===== config.mk =====
export PLATFORM = sky130hd
export DESIGN_NAME = seq_recognizer_param
export DESIGN_NICKNAME = d
export VERILOG_FILES = /design/src/rtl/seq_rec_pkg.sv /design/src/rtl/seq_rec_cmp.sv /design/src/rtl/seq_recognizer_param.sv
export SDC_FILE = /design/constraint.sdc
export NUM_CORES = 1
export LEC_CHECK = 0
export CAP_MARGIN = 20
export CORE_MARGIN = 10
export CORE_UTILIZATION = 30
export CTS_BUF_LIST = sky130_fd_sc_hd__clkbuf_16
export DETAILED_ROUTE_END_ITERATION = 10
export HOLD_SLACK_MARGIN = 0.03
export PLACE_DENSITY = 0.57
export SLEW_MARGIN = 20
export SYNTH_ARGS = -nofsm -noshare
export SYNTH_HDL_FRONTEND = slang
export SYNTH_SLANG_ARGS = --single-unit

===== constraint.sdc =====
create_clock -name clk -period 2.55 [get_ports clk]
set_input_delay 0.6375 -clock clk [delete_from_list [all_inputs] [get_ports clk]]
set_output_delay 0.6375 -clock clk [all_outputs]
set_load 0.01 [all_outputs]

===== src/rtl/seq_rec_pkg.sv =====
// Shared types and reset-default configuration for the serial sequence recognizer.
package seq_rec_pkg;

    typedef enum logic {
        FILL = 1'b0,
        HUNT = 1'b1
    } state_t;

    localparam logic [5:0]  DEF_PATTERN = 6'b101101;
    localparam int unsigned DEF_LEN     = 6;
    localparam logic        DEF_OVL     = 1'b1;

endpackage


===== src/rtl/seq_rec_cmp.sv =====
// Masked equality of the shift history against the pattern over the low len bits.
module seq_rec_cmp #(
    parameter  int MAX_LEN = 8,
    localparam int LEN_W   = $clog2(MAX_LEN + 1)
) (
    input  logic [MAX_LEN-1:0] hist,
    input  logic [MAX_LEN-1:0] pat,
    input  logic [LEN_W-1:0]   len,
    output logic               eq
);

    always_comb begin
        eq = 1'b1;
        for (int unsigned i = 0; i < MAX_LEN; i++) begin
            if ((i < 32'(len)) && (hist[i] != pat[i])) eq = 1'b0;
        end
    end

endmodule


===== src/rtl/seq_recognizer_param.sv =====
// Runtime-programmable serial pattern recognizer with overlap control,
// input qualification and a saturating match counter.
module seq_recognizer_param
    import seq_rec_pkg::*;
#(
    parameter  int MAX_LEN = 8,
    parameter  int CNT_W   = 8,
    localparam int LEN_W   = $clog2(MAX_LEN + 1)
) (
    input  logic               clk,
    input  logic               rst,
    input  logic               cfg_load,
    input  logic [MAX_LEN-1:0] cfg_pattern,
    input  logic [LEN_W-1:0]   cfg_len,
    input  logic               cfg_overlap,
    output logic               cfg_err,
    input  logic               x_valid,
    input  logic               x,
    output logic               y,
    output logic [CNT_W-1:0]   match_count
);

    localparam logic [LEN_W-1:0] MAX_LEN_L = LEN_W'(MAX_LEN);

    logic [MAX_LEN-1:0] pat;
    logic [LEN_W-1:0]   len;
    logic               ovl;
    logic [MAX_LEN-1:0] hist;
    logic [LEN_W-1:0]   fill;
    state_t             state_q, state_d;

    logic [MAX_LEN-1:0] hist_nxt;
    logic [LEN_W:0]     fill_inc;
    logic               accept;
    logic               cfg_bad;
    logic               enough;
    logic               eq;
    logic               hit;

    assign accept   = x_valid && !cfg_load;
    assign cfg_bad  = (cfg_len == '0) || (cfg_len > MAX_LEN_L);
    assign hist_nxt = {hist[MAX_LEN-2:0], x};
    assign fill_inc = {1'b0, fill} + (LEN_W + 1)'(1);
    assign enough   = (fill_inc >= {1'b0, len});
    assign hit      = accept && eq && enough;

    seq_rec_cmp #(.MAX_LEN(MAX_LEN)) u_cmp (
        .hist (hist_nxt),
        .pat  (pat),
        .len  (len),
        .eq   (eq)
    );

    always_ff @(posedge clk) begin
        if (rst) state_q <= FILL;
        else     state_q <= state_d;
    end

    always_comb begin
        state_d = state_q;
        case (state_q)
            FILL: begin
                if (cfg_load) begin
                    if (!cfg_bad) state_d = FILL;
                end else if (accept && enough) begin
                    state_d = (hit && !ovl) ? FILL : HUNT;
                end
            end
            HUNT: begin
                if ((cfg_load && !cfg_bad) || (hit && !ovl)) state_d = FILL;
            end
            default: state_d = FILL;
        endcase
    end

    always_ff @(posedge clk) begin
        if (rst) begin
            pat         <= MAX_LEN'(DEF_PATTERN);
            len         <= LEN_W'(DEF_LEN);
            ovl         <= DEF_OVL;
            hist        <= '0;
            fill        <= '0;
            match_count <= '0;
            y           <= 1'b0;
            cfg_err     <= 1'b0;
        end else begin
            y       <= hit;
            cfg_err <= cfg_load && cfg_bad;
            if (cfg_load) begin
                // An illegal length leaves everything untouched; the x bit is dropped either way.
                if (!cfg_bad) begin
                    pat         <= cfg_pattern;
                    len         <= cfg_len;
                    ovl         <= cfg_overlap;
                    hist        <= '0;
                    fill        <= '0;
                    match_count <= '0;
                end
            end else if (x_valid) begin
                hist <= hist_nxt;
                if (hit && !ovl)           fill <= '0;
                else if (fill != MAX_LEN_L) fill <= fill + LEN_W'(1);
                if (hit && (match_count != '1)) match_count <= match_count + CNT_W'(1);
            end
        end
    end

endmodule


==> results.txt, run 1 <==
PostCTS Resize Cnt -> 0
Initial core utilization -> 31.30%
Initial antenna violation count -> 0
H-tree Lvls -> 2
Synthesized area per cell -> 8.399 sq um
Layout cells sized above 1 -> 9.877%
Post-route DRC -> 0
Fin. Hold Viols -> 0
TNS Setup -> 0 ns
Placer congestion estimate -> 0.7450
Final Instance Count excl. Fillers -> 315
# fillers -> 622
Met1 Use GR -> 12.65%
Worst Tran Pin Value -> 0.3547 ns
Die Ht -> 96.50 microns
Die W -> 96.50 microns
Syn nets -> 234
Clock sink count -> 34
Later-pin clock latency in the skew report -> 0.28 ns
Min Hold Slack -> 0.4650 ns
CP peak stage delay -> 0.52 ns
WL final -> 4.264 mm
Io pins -> 28
Worst-case clock skew -> 0.004706 ns
Standard-cell row count -> 27
Via Count -> 1,529
Crit path max-delay family -> compound AO/OA/AOI/OAI gates
Area grow syn2layout -> 30.22%
WS Path Type -> in -> reg
Share of the synthesized area in the top cell type -> 38.77%
CP required -> 2.75 ns
Met3 Resource Use GR -> 2.544%
CP Cell Sequence -> clkdlybuf4s50_1 -> xnor2_2 -> o21ai_1 -> a211oi_4 -> nand4_4 -> or3b_1 -> a21oi_1
Multi-input logic area -> 1013 sq um
Core area -> 5608 sq um
Hold Crit Class -> reg -> reg
Leak -> 0.0008372 uW
Largest net degree at the start of global routing -> 35
Postcts setup bufs -> 0
Clock-pin slew on the worst setup and hold paths -> 0.05 ns
Most frequent cells in the layout -> nand2_1 (34), dfxtp_1 (34), clkdlybuf4s50_1 (27)
PortBufs -> 27
CTS tree -> done
Post-route ant nets -> 0
Seq/Total Area, Yosys -> 38.77%
Placed Area -> 2145 sq um
Drt first-iter violations -> 54
Dpl hpwl -> 3.162 mm
Synthesized flop and latch total -> 34
Overflow after GRT -> 0
Post-synthesis cell count -> 209
Synth Cell Area -> 1755 sq um
Area of the die -> 9311 sq um
Synth cell types -> 39
Fin crit period -> 2.363 ns
Drt wl/cell -> 13.54 microns
M2 GR Usage -> 14.64%
DP Cell Count -> 307
Final Setup Violations -> 0
Final period util -> 92.65%
Design area -> 2286 sq um
CP endpoint kind -> flop
Longest Clk Path Bufs -> 2
PwrDens -> 566.0 nW/um^2
Cts hold-fix bufs -> 0
Vias in the first global route -> 1,497
Area leader, netlist -> dfxtp_1
MaxCap Viol Count -> 0
TritonRoute pass-1 iters -> 4
Busiest layer in global routing -> met2
Final Slew Violations -> 0
Synth warn -> 0
Vias per inst -> 4.854
Fmax -> 0.4233 GHz
Nets -> 267
CP bufs+invs -> 1
Slowest CP cell -> clkdlybuf4s50_1
Worst Path Arrival -> 2.57 ns
Global-route wire length before repair -> 7.189 mm
Largest cells by area after synthesis -> dfxtp_1 (39%), nand2_1 (7.3%), a21oi_1 (6.8%)
Relative slew slack -> 76.36%
RSZ-0062 raised after global routing -> false
Total GRT Usage -> 9.778%
# diodes -> 0
Total CTS buffers -> 5
Register area -> 680.7 sq um
Startpoint types -> input pin
Critical Path Fanout Max -> 8
Status -> complete, no violations
Maximum vdd ir drop -> 0.0002707 V
Clk Tree Root Cell -> clkbuf_16
cell usage after synthesis:
cell	count
nor2_1	11
nand3b_1	7
dfxtp_1	34
nand2b_1	3
nor3b_1	2
a21oi_1	24
clkbuf_1	7
mux2i_1	1
o22ai_1	1
nand3_1	15
nor3_2	1
buf_2	1
nand4_4	1
xnor2_2	2
a211o_1	1
or3_1	1
a31oi_1	4
a32oi_1	2
xnor2_1	8
or2_2	1
a41oi_1	1
and2_1	2
nand2_1	34
o21ai_0	6
xor2_1	1
nand4b_1	3
and3_1	4
a22oi_1	1
buf_1	2
o32ai_4	1
o21ai_2	1
inv_1	6
nand4_1	1
or3b_1	5
a211oi_4	1
nor2b_1	1
o21ai_1	3
a211oi_1	2
ha_1	7
state kept, by name, summed over array words and instances (netlist names):
signal,cells
cfg_err,1
match_count,8
pat,8
len,4
ovl,1
y,1
fill,4
hist,7
report_power, final:
| part | leakage [uW] | switching (uW) | internal (uW) | total (uW) |
|---|---|---|---|---|
| Clock | 0.0000672 | 217 | 356 | 573 |
| Sequential | 0.000277 | 15.6 | 549 | 565 |
| Combinational | 0.000493 | 80.5 | 75.6 | 156 |
| Total | 0.000837 | 314 | 980 | 1290 |
cell families after synthesis:
| group | share of synthesized area [%] |
|---|---|
| AO/OA/AOI/OAI | 17.68 |
| XOR/XNOR | 6.344 |
| adder cells (fa/ha/maj) | 4.989 |
| buffers and inverters | 3.493 |
| flip-flops | 38.77 |
| multiplexers | 0.5702 |
| AND/OR/NAND/NOR | 28.15 |
cell type report:
cell class,instances,share of cell area (%)
Clock inverter,3,0.7115
Timing Repair Buffer,36,14.78
Sequential cell,34,29.78
Inverter,6,0.9852
Clock buffer,5,5.473
Multi-Input combinational cell,159,44.33
Tap cell,72,3.941
worst paths after layout:
path	from	end	slack (ns)	cells past startpoint
min	ovl$_SDFFE_PP1P_	ovl$_SDFFE_PP1P_	0.46	2
min reg2reg	ovl$_SDFFE_PP1P_	ovl$_SDFFE_PP1P_	0.46	2
max	x	match_count[2]$_SDFFE_PP0P_	0.19	7
max reg2reg	fill[0]$_SDFFE_PP0P_	match_count[2]$_SDFFE_PP0P_	0.30	8
metrics by stage:
| step | util, % | power, uW | worst slack (ns) |
|---|---|---|---|
| 2_1_floorplan | - | 668.7 | 0.5138 |
| 3_3_place_gp | 38.24 | 732.5 | -0.07274 |
| 3_5_place_dp | 38.24 | 733.5 | -0.1077 |
| 4_1_cts | 40.76 | 1311 | 0.1770 |
| 5_1_grt | 40.76 | 1351 | 0.04943 |
| 6_report | 40.76 | 1294 | 0.1875 |
layer usage:
metal | up-vias | wire [microns]
li1 | 800 | -
met1 | 691 | 2124
met2 | 31 | 1866
met3 | 7 | 188
met4 | 0 | 84
met5 | - | 0
worst min-delay path: cells and delay by family, from the launching register on:
kind | cells | cell delay [ns]
flops | 1 | 0.32
simple gates | 2 | 0.12
Note: power is estimated with default switching activity, not from simulation.
==> run 2: changes to the inputs <==
--- a/config.mk
+++ b/config.mk
@@ -6,7 +6,7 @@
 export NUM_CORES = 1
 export LEC_CHECK = 0
 export CAP_MARGIN = 20
-export CORE_MARGIN = 10
+export CORE_MARGIN = 1
 export CORE_UTILIZATION = 30
 export CTS_BUF_LIST = sky130_fd_sc_hd__clkbuf_16
 export DETAILED_ROUTE_END_ITERATION = 10
==> run 2 against run 1 <==
Against the previous run:
- core utilization grew 0.52 points
- sequential power is essentially flat
- critical path depth is the same
- critical endpoint is now match_count[6]$_SDFFE_PP0P_
- critical path type unchanged
- first-iteration DRC count grew 37%
- die area shrank 34%
- clock power is essentially flat
- register-to-register slack is essentially flat
- worst hold slack gained 0.0096 ns
==> results.txt, run 2 (same netlist as run 1, synthesis figures left out) <==
Top sig layer -> met4 (unchanged)
Most frequent cells in the layout -> nand2_1 (34), dfxtp_1 (34), clkdlybuf4s50_1 (27) (unchanged)
Min Hold Slack -> 0.4746 ns (was 0.4650 ns)
Area grow syn2layout -> 31.08% (was 30.22%)
Standard-cell row count -> 27 (unchanged)
Fin crit period -> 2.329 ns (was 2.363 ns)
Worst Tran Pin Value -> 0.5402 ns (was 0.3547 ns)
TritonRoute pass-1 iters -> 4 (unchanged)
Core area -> 5574 sq um (was 5608 sq um)
Relative slew slack -> 63.88% (was 76.36%)
Postcts setup bufs -> 0 (unchanged)
Die Ht -> 78.50 microns (was 96.50 microns)
Startpoint types -> input pin (unchanged)
Drt wl/cell -> 13.42 microns (was 13.54 microns)
WL final -> 4.254 mm (was 4.264 mm)
Area of the die -> 6161 sq um (was 9311 sq um)
CP endpoint kind -> flop (unchanged)
Placed Area -> 2160 sq um (was 2145 sq um)
Register area -> 680.7 sq um (unchanged)
Worst Path Arrival -> 2.53 ns (was 2.57 ns)
Biggest regs -> match_count: 8 flops, pat: 8 flops, hist: 7 flops (unchanged)
Multi-input logic area -> 1013 sq um (unchanged)
Status -> complete, no violations (unchanged)
PostCTS Resize Cnt -> 0 (unchanged)
Die W -> 78.50 microns (was 96.50 microns)
Vias in the first global route -> 1,511 (was 1,497)
Dpl hpwl -> 3.059 mm (was 3.162 mm)
Leak -> 0.0008462 uW (was 0.0008372 uW)
Fmax -> 0.4294 GHz (was 0.4233 GHz)
Maximum vdd ir drop -> 0.0003294 V (was 0.0002707 V)
H-tree Lvls -> 2 (unchanged)
Via Count -> 1,569 (was 1,529)
Global-route wire length before repair -> 7.065 mm (was 7.189 mm)
PwrDens -> 564.7 nW/um^2 (was 566.0 nW/um^2)
Vias per inst -> 4.950 (was 4.854)
Design area -> 2301 sq um (was 2286 sq um)
RSZ-0062 raised after global routing -> false (unchanged)
Cts hold-fix bufs -> 0 (unchanged)
Placer congestion estimate -> 0.7346 (was 0.7450)
Clk Tree Root Cell -> clkbuf_16 (unchanged)
Final Slew Violations -> 0 (unchanged)
Largest net degree at the start of global routing -> 17 (was 35)
Later-pin clock latency in the skew report -> 0.28 ns (about the same)
Post-Place Worst Slack -> -0.06867 ns (was -0.1077 ns)
CTS tree -> done (unchanged)
Clock-pin slew on the worst setup and hold paths -> 0.05 ns (about the same)
# fillers -> 581 (was 622)
Worst-case clock skew -> 0.004181 ns (was 0.004706 ns)
Total CTS buffers -> 5 (unchanged)
Clock sink count -> 34 (unchanged)
M1 wire length -> 2.122 mm (was 2.124 mm)
PortBufs -> 27 (unchanged)
DR WL met2 -> 1.961 mm (was 1.866 mm)
MaxCap Viol Count -> 0 (unchanged)
Worst setup margin -> 0.2214 ns (was 0.1875 ns)
Initial core utilization -> 31.49% (was 31.30%)
Layout cells sized above 1 -> 10.61% (was 9.877%)
Critical Path Fanout Max -> 8 (unchanged)
# diodes -> 0 (unchanged)
Io pins -> 28 (unchanged)
Drt first-iter violations -> 74 (was 54)
CP required -> 2.75 ns (about the same)
Hold Crit Class -> reg -> reg (unchanged)
Initial antenna violation count -> 0 (unchanged)
Nets -> 269 (was 267)
Longest Clk Path Bufs -> 2 (unchanged)
Post-route DRC -> 0 (unchanged)
WS Path Type -> in -> reg (unchanged)
Post-route ant nets -> 0 (unchanged)
Metal3 WL -> 89 microns (was 188 microns)
Fin. Hold Viols -> 0 (unchanged)
Final period util -> 91.32% (was 92.65%)
Total GRT Usage -> 14.81% (was 9.778%)
Final Setup Violations -> 0 (unchanged)
Overflow after GRT -> 0 (unchanged)
[run 2: changes by cell type in the layout (fill, tap and decap cells not counted), sizes merged]
cell	previous run	this run
buf	9	11
[run 2: worst max-delay path, stage by stage]
cell and delay, ns:
clkdlybuf4s50_1 0.53, xnor2_2 0.15, o21ai_1 0.13, a211oi_4 0.35
nand4_4 0.19, or3b_1 0.40, a21oi_1 0.13
[run 2: final timing paths]
path	slack (ns)	endpoint	cells past startpoint	start
setup / recovery	0.22	match_count[6]$_SDFFE_PP0P_	7	x
hold / removal	0.47	pat[7]$_SDFFE_PP0P_	2	pat[7]$_SDFFE_PP0P_
setup reg to reg	0.30	match_count[6]$_SDFFE_PP0P_	8	fill[0]$_SDFFE_PP0P_
hold reg to reg	0.47	pat[7]$_SDFFE_PP0P_	2	pat[7]$_SDFFE_PP0P_
[run 2: per-layer routing]
metal  vias to the layer above  track usage (%)
met1                       737            19.86
met5                         -                0
met3                         7            2.558
li1                        803                -
met4                         0            6.111
met2                        22            23.33
[run 2: final cells by class]
type	instances	share of cell area, %
Multi-Input combinational cell	159	44.05
Sequential cell	34	29.58
Timing Repair Buffer	38	15.33
Clock buffer	5	5.438
Tap cell	72	3.915
Inverter	6	0.9788
Clock inverter	3	0.7069
[run 2: metrics by stage]
step | setup TNS (ns) | utilization (%) | total power [uW] | cells
after floorplan | 0 | - | 668.7 | 209
after global placement | -0.2241 | 38.74 | 735.0 | 309
after detailed placement | -0.2938 | 38.74 | 736.0 | 309
after CTS | 0 | 41.28 | 1314 | 317
after global routing | 0 | 41.28 | 1356 | 317
final | 0 | 41.28 | 1299 | 317
[run 2: power breakdown]
group / switching (uW) / internal (uW) / total (uW)
sequential: 16.4 / 549 / 565
clock: 220 / 356 / 575
combinational: 82.2 / 76.6 / 159
total: 318 / 981 / 1300
==> run 3: changes to the inputs <==
--- a/config.mk
+++ b/config.mk
@@ -11,7 +11,7 @@
 export CTS_BUF_LIST = sky130_fd_sc_hd__clkbuf_16
 export DETAILED_ROUTE_END_ITERATION = 10
 export HOLD_SLACK_MARGIN = 0.03
-export PLACE_DENSITY = 0.57
+export PLACE_DENSITY = 0.61
 export SLEW_MARGIN = 20
 export SYNTH_ARGS = -nofsm -noshare
 export SYNTH_HDL_FRONTEND = slang
==> run 3 against run 2 <==
Against the previous run:
- clock power decreased by 2%
- core utilization is 0.20 points lower
- global-route usage down 0.64 points
- clock skew decreased by 0.0016 ns
- first-iteration DRC count down 6.8%
- final cell count shrank 0.32%
- via count is 0.83% lower
- flip-flop and latch count unchanged
- clock-buffer cell count did not move
- fmax fell by 0.27%
==> results.txt, run 3 (same netlist as run 1, synthesis figures left out) <==
Placed Area -> 2152 sq um (was 2160 sq um)
Area of the die -> 6161 sq um (unchanged)
WS Path Type -> in -> reg (unchanged)
Later-pin clock latency in the skew report -> 0.27 ns (was 0.28 ns)
Multi-input logic area -> 1013 sq um (unchanged)
RSZ-0062 raised after global routing -> false (unchanged)
Clock sink count -> 34 (unchanged)
Standard-cell row count -> 27 (unchanged)
Post-route DRC -> 0 (unchanged)
Vias in the first global route -> 1,443 (was 1,511)
Vias per inst -> 4.924 (was 4.950)
Busiest layer in global routing -> met2 (unchanged)
Final Slew Violations -> 0 (unchanged)
Dpl hpwl -> 2.829 mm (was 3.059 mm)
MaxCap Viol Count -> 0 (unchanged)
Io pins -> 28 (unchanged)
# diodes -> 0 (unchanged)
Initial core utilization -> 31.49% (unchanged)
Register area -> 680.7 sq um (unchanged)
Global-route wire length before repair -> 6.844 mm (was 7.065 mm)
Worst setup margin -> 0.2152 ns (was 0.2214 ns)
Worst-case clock skew -> 0.002573 ns (was 0.004181 ns)
Area grow syn2layout -> 30.43% (was 31.08%)
Fmax -> 0.4283 GHz (was 0.4294 GHz)
R2R Setup Slk -> 0.34 ns (was 0.30 ns)
Initial antenna violation count -> 0 (unchanged)
Met3 Resource Use GR -> 2.907% (was 2.558%)
CP Cell Sequence -> clkdlybuf4s50_1 -> xnor2_2 -> o21ai_1 -> a211oi_4 -> nand4_4 -> or3b_1 -> a21oi_1 (unchanged)
Relative slew slack -> 77.14% (was 63.88%)
Die Ht -> 78.50 microns (unchanged)
Cts hold-fix bufs -> 0 (unchanged)
Layout cells sized above 1 -> 9.836% (was 10.61%)
Clk Tree Root Cell -> clkbuf_16 (unchanged)
WL final -> 3.992 mm (was 4.254 mm)
Fin crit period -> 2.335 ns (was 2.329 ns)
Drt first-iter violations -> 69 (was 74)
Most frequent cells in the layout -> nand2_1 (34), dfxtp_1 (34), clkdlybuf4s50_1 (27) (unchanged)
Final period util -> 91.56% (was 91.32%)
CP peak stage delay -> 0.53 ns (about the same)
PwrDens -> 561.3 nW/um^2 (was 564.7 nW/um^2)
Worst Tran Pin Value -> 0.3428 ns (was 0.5402 ns)
M2 GR Usage -> 21.23% (was 23.33%)
PostCTS Resize Cnt -> 0 (unchanged)
Met1 Use GR -> 19.30% (was 19.86%)
Worst setup startpoint -> x (unchanged)
Leak -> 0.0008469 uW (was 0.0008462 uW)
Total CTS buffers -> 5 (unchanged)
Startpoint types -> input pin (unchanged)
Hold path start -> ovl$_SDFFE_PP1P_ (was pat[7]$_SDFFE_PP0P_)
CP endpoint kind -> flop (unchanged)
PortBufs -> 27 (unchanged)
Longest Clk Path Bufs -> 2 (unchanged)
Status -> complete, no violations (unchanged)
Critical Path Fanout Max -> 8 (unchanged)
Overflow after GRT -> 0 (unchanged)
Maximum vdd ir drop -> 0.0002817 V (was 0.0003294 V)
Slowest CP cell -> clkdlybuf4s50_1 (unchanged)
Biggest regs -> match_count: 8 flops, pat: 8 flops, hist: 7 flops (unchanged)
Design area -> 2290 sq um (was 2301 sq um)
Hold Crit Class -> reg -> reg (unchanged)
Largest net degree at the start of global routing -> 35 (was 17)
Postcts setup bufs -> 0 (unchanged)
Placer congestion estimate -> 0.7861 (was 0.7346)
Drt wl/cell -> 12.63 microns (was 13.42 microns)
CTS tree -> done (unchanged)
Post-route ant nets -> 0 (unchanged)
Die W -> 78.50 microns (unchanged)
Core area -> 5574 sq um (unchanged)
H-tree Lvls -> 2 (unchanged)
Post-Place Worst Slack -> -0.08596 ns (was -0.06867 ns)
Nets -> 268 (was 269)
Clock-pin slew on the worst setup and hold paths -> 0.05 ns (about the same)
CP required -> 2.76 ns (was 2.75 ns)
Worst Path Arrival -> 2.54 ns (was 2.53 ns)
Fin. Hold Viols -> 0 (unchanged)
# fillers -> 567 (was 581)
Total GRT Usage -> 14.17% (was 14.81%)
RR Startpoint -> fill[0]$_SDFFE_PP0P_ (unchanged)
Via Count -> 1,556 (was 1,569)
TritonRoute pass-1 iters -> 4 (unchanged)
Crit path max-delay family -> compound AO/OA/AOI/OAI gates (unchanged)
CP bufs+invs -> 1 (unchanged)
Final Setup Violations -> 0 (unchanged)
==> run 3: tightest hold or removal path, stage by stage, from the launching register on <==
cell      delay [ns]
dfxtp_1         0.32
nand2_1         0.05
nand3b_1        0.06
==> run 3: path summary, 6_finish.rpt <==
check                                                   end  cells after the start
worst max-delay path            match_count[2]$_SDFFE_PP0P_                      7
worst min-delay path                       ovl$_SDFFE_PP1P_                      2
worst max register to register  match_count[2]$_SDFFE_PP0P_                      8
worst min register to register             ovl$_SDFFE_PP1P_                      2
==> run 3: per-layer routing <==
metal  vias up  part of all wire [%]
li1        801                     -
met1       719                    50
met2        28                    45
met3         8                   3.8
met4         0                   1.9
met5         -                     0
==> run 3: area by class of cell <==
| cell class | count | area share [%] |
|---|---|---|
| well taps | 72 | 3.934 |
| clock inverters | 3 | 0.5464 |
| multi-input cells | 159 | 44.26 |
| clock buffers | 5 | 5.464 |
| inverters | 6 | 0.9836 |
| flip-flops and latches | 34 | 29.73 |
| repair buffers | 37 | 15.08 |
==> run 3: through the flow <==
step	power (uW)	hold slack (ns)	utilization (%)	setup TNS, ns	instances
after floorplan	668.7	0.4283	-	0	209
after global placement	732.2	0.4615	38.61	-0.2588	308
after detailed placement	732.6	0.4632	38.61	-0.3791	308
after CTS	1303	0.4755	41.08	0	316
after global routing	1347	0.4944	41.08	0	316
final	1285	0.4701	41.08	0	316
==> run 3: report_power, final <==
part           internal [uW]  total, uW  leakage, uW  switching, uW
clock network            352        565    0.0000724            212
registers                549        565     0.000277           15.4
logic                   75.7        156     0.000498           80.3
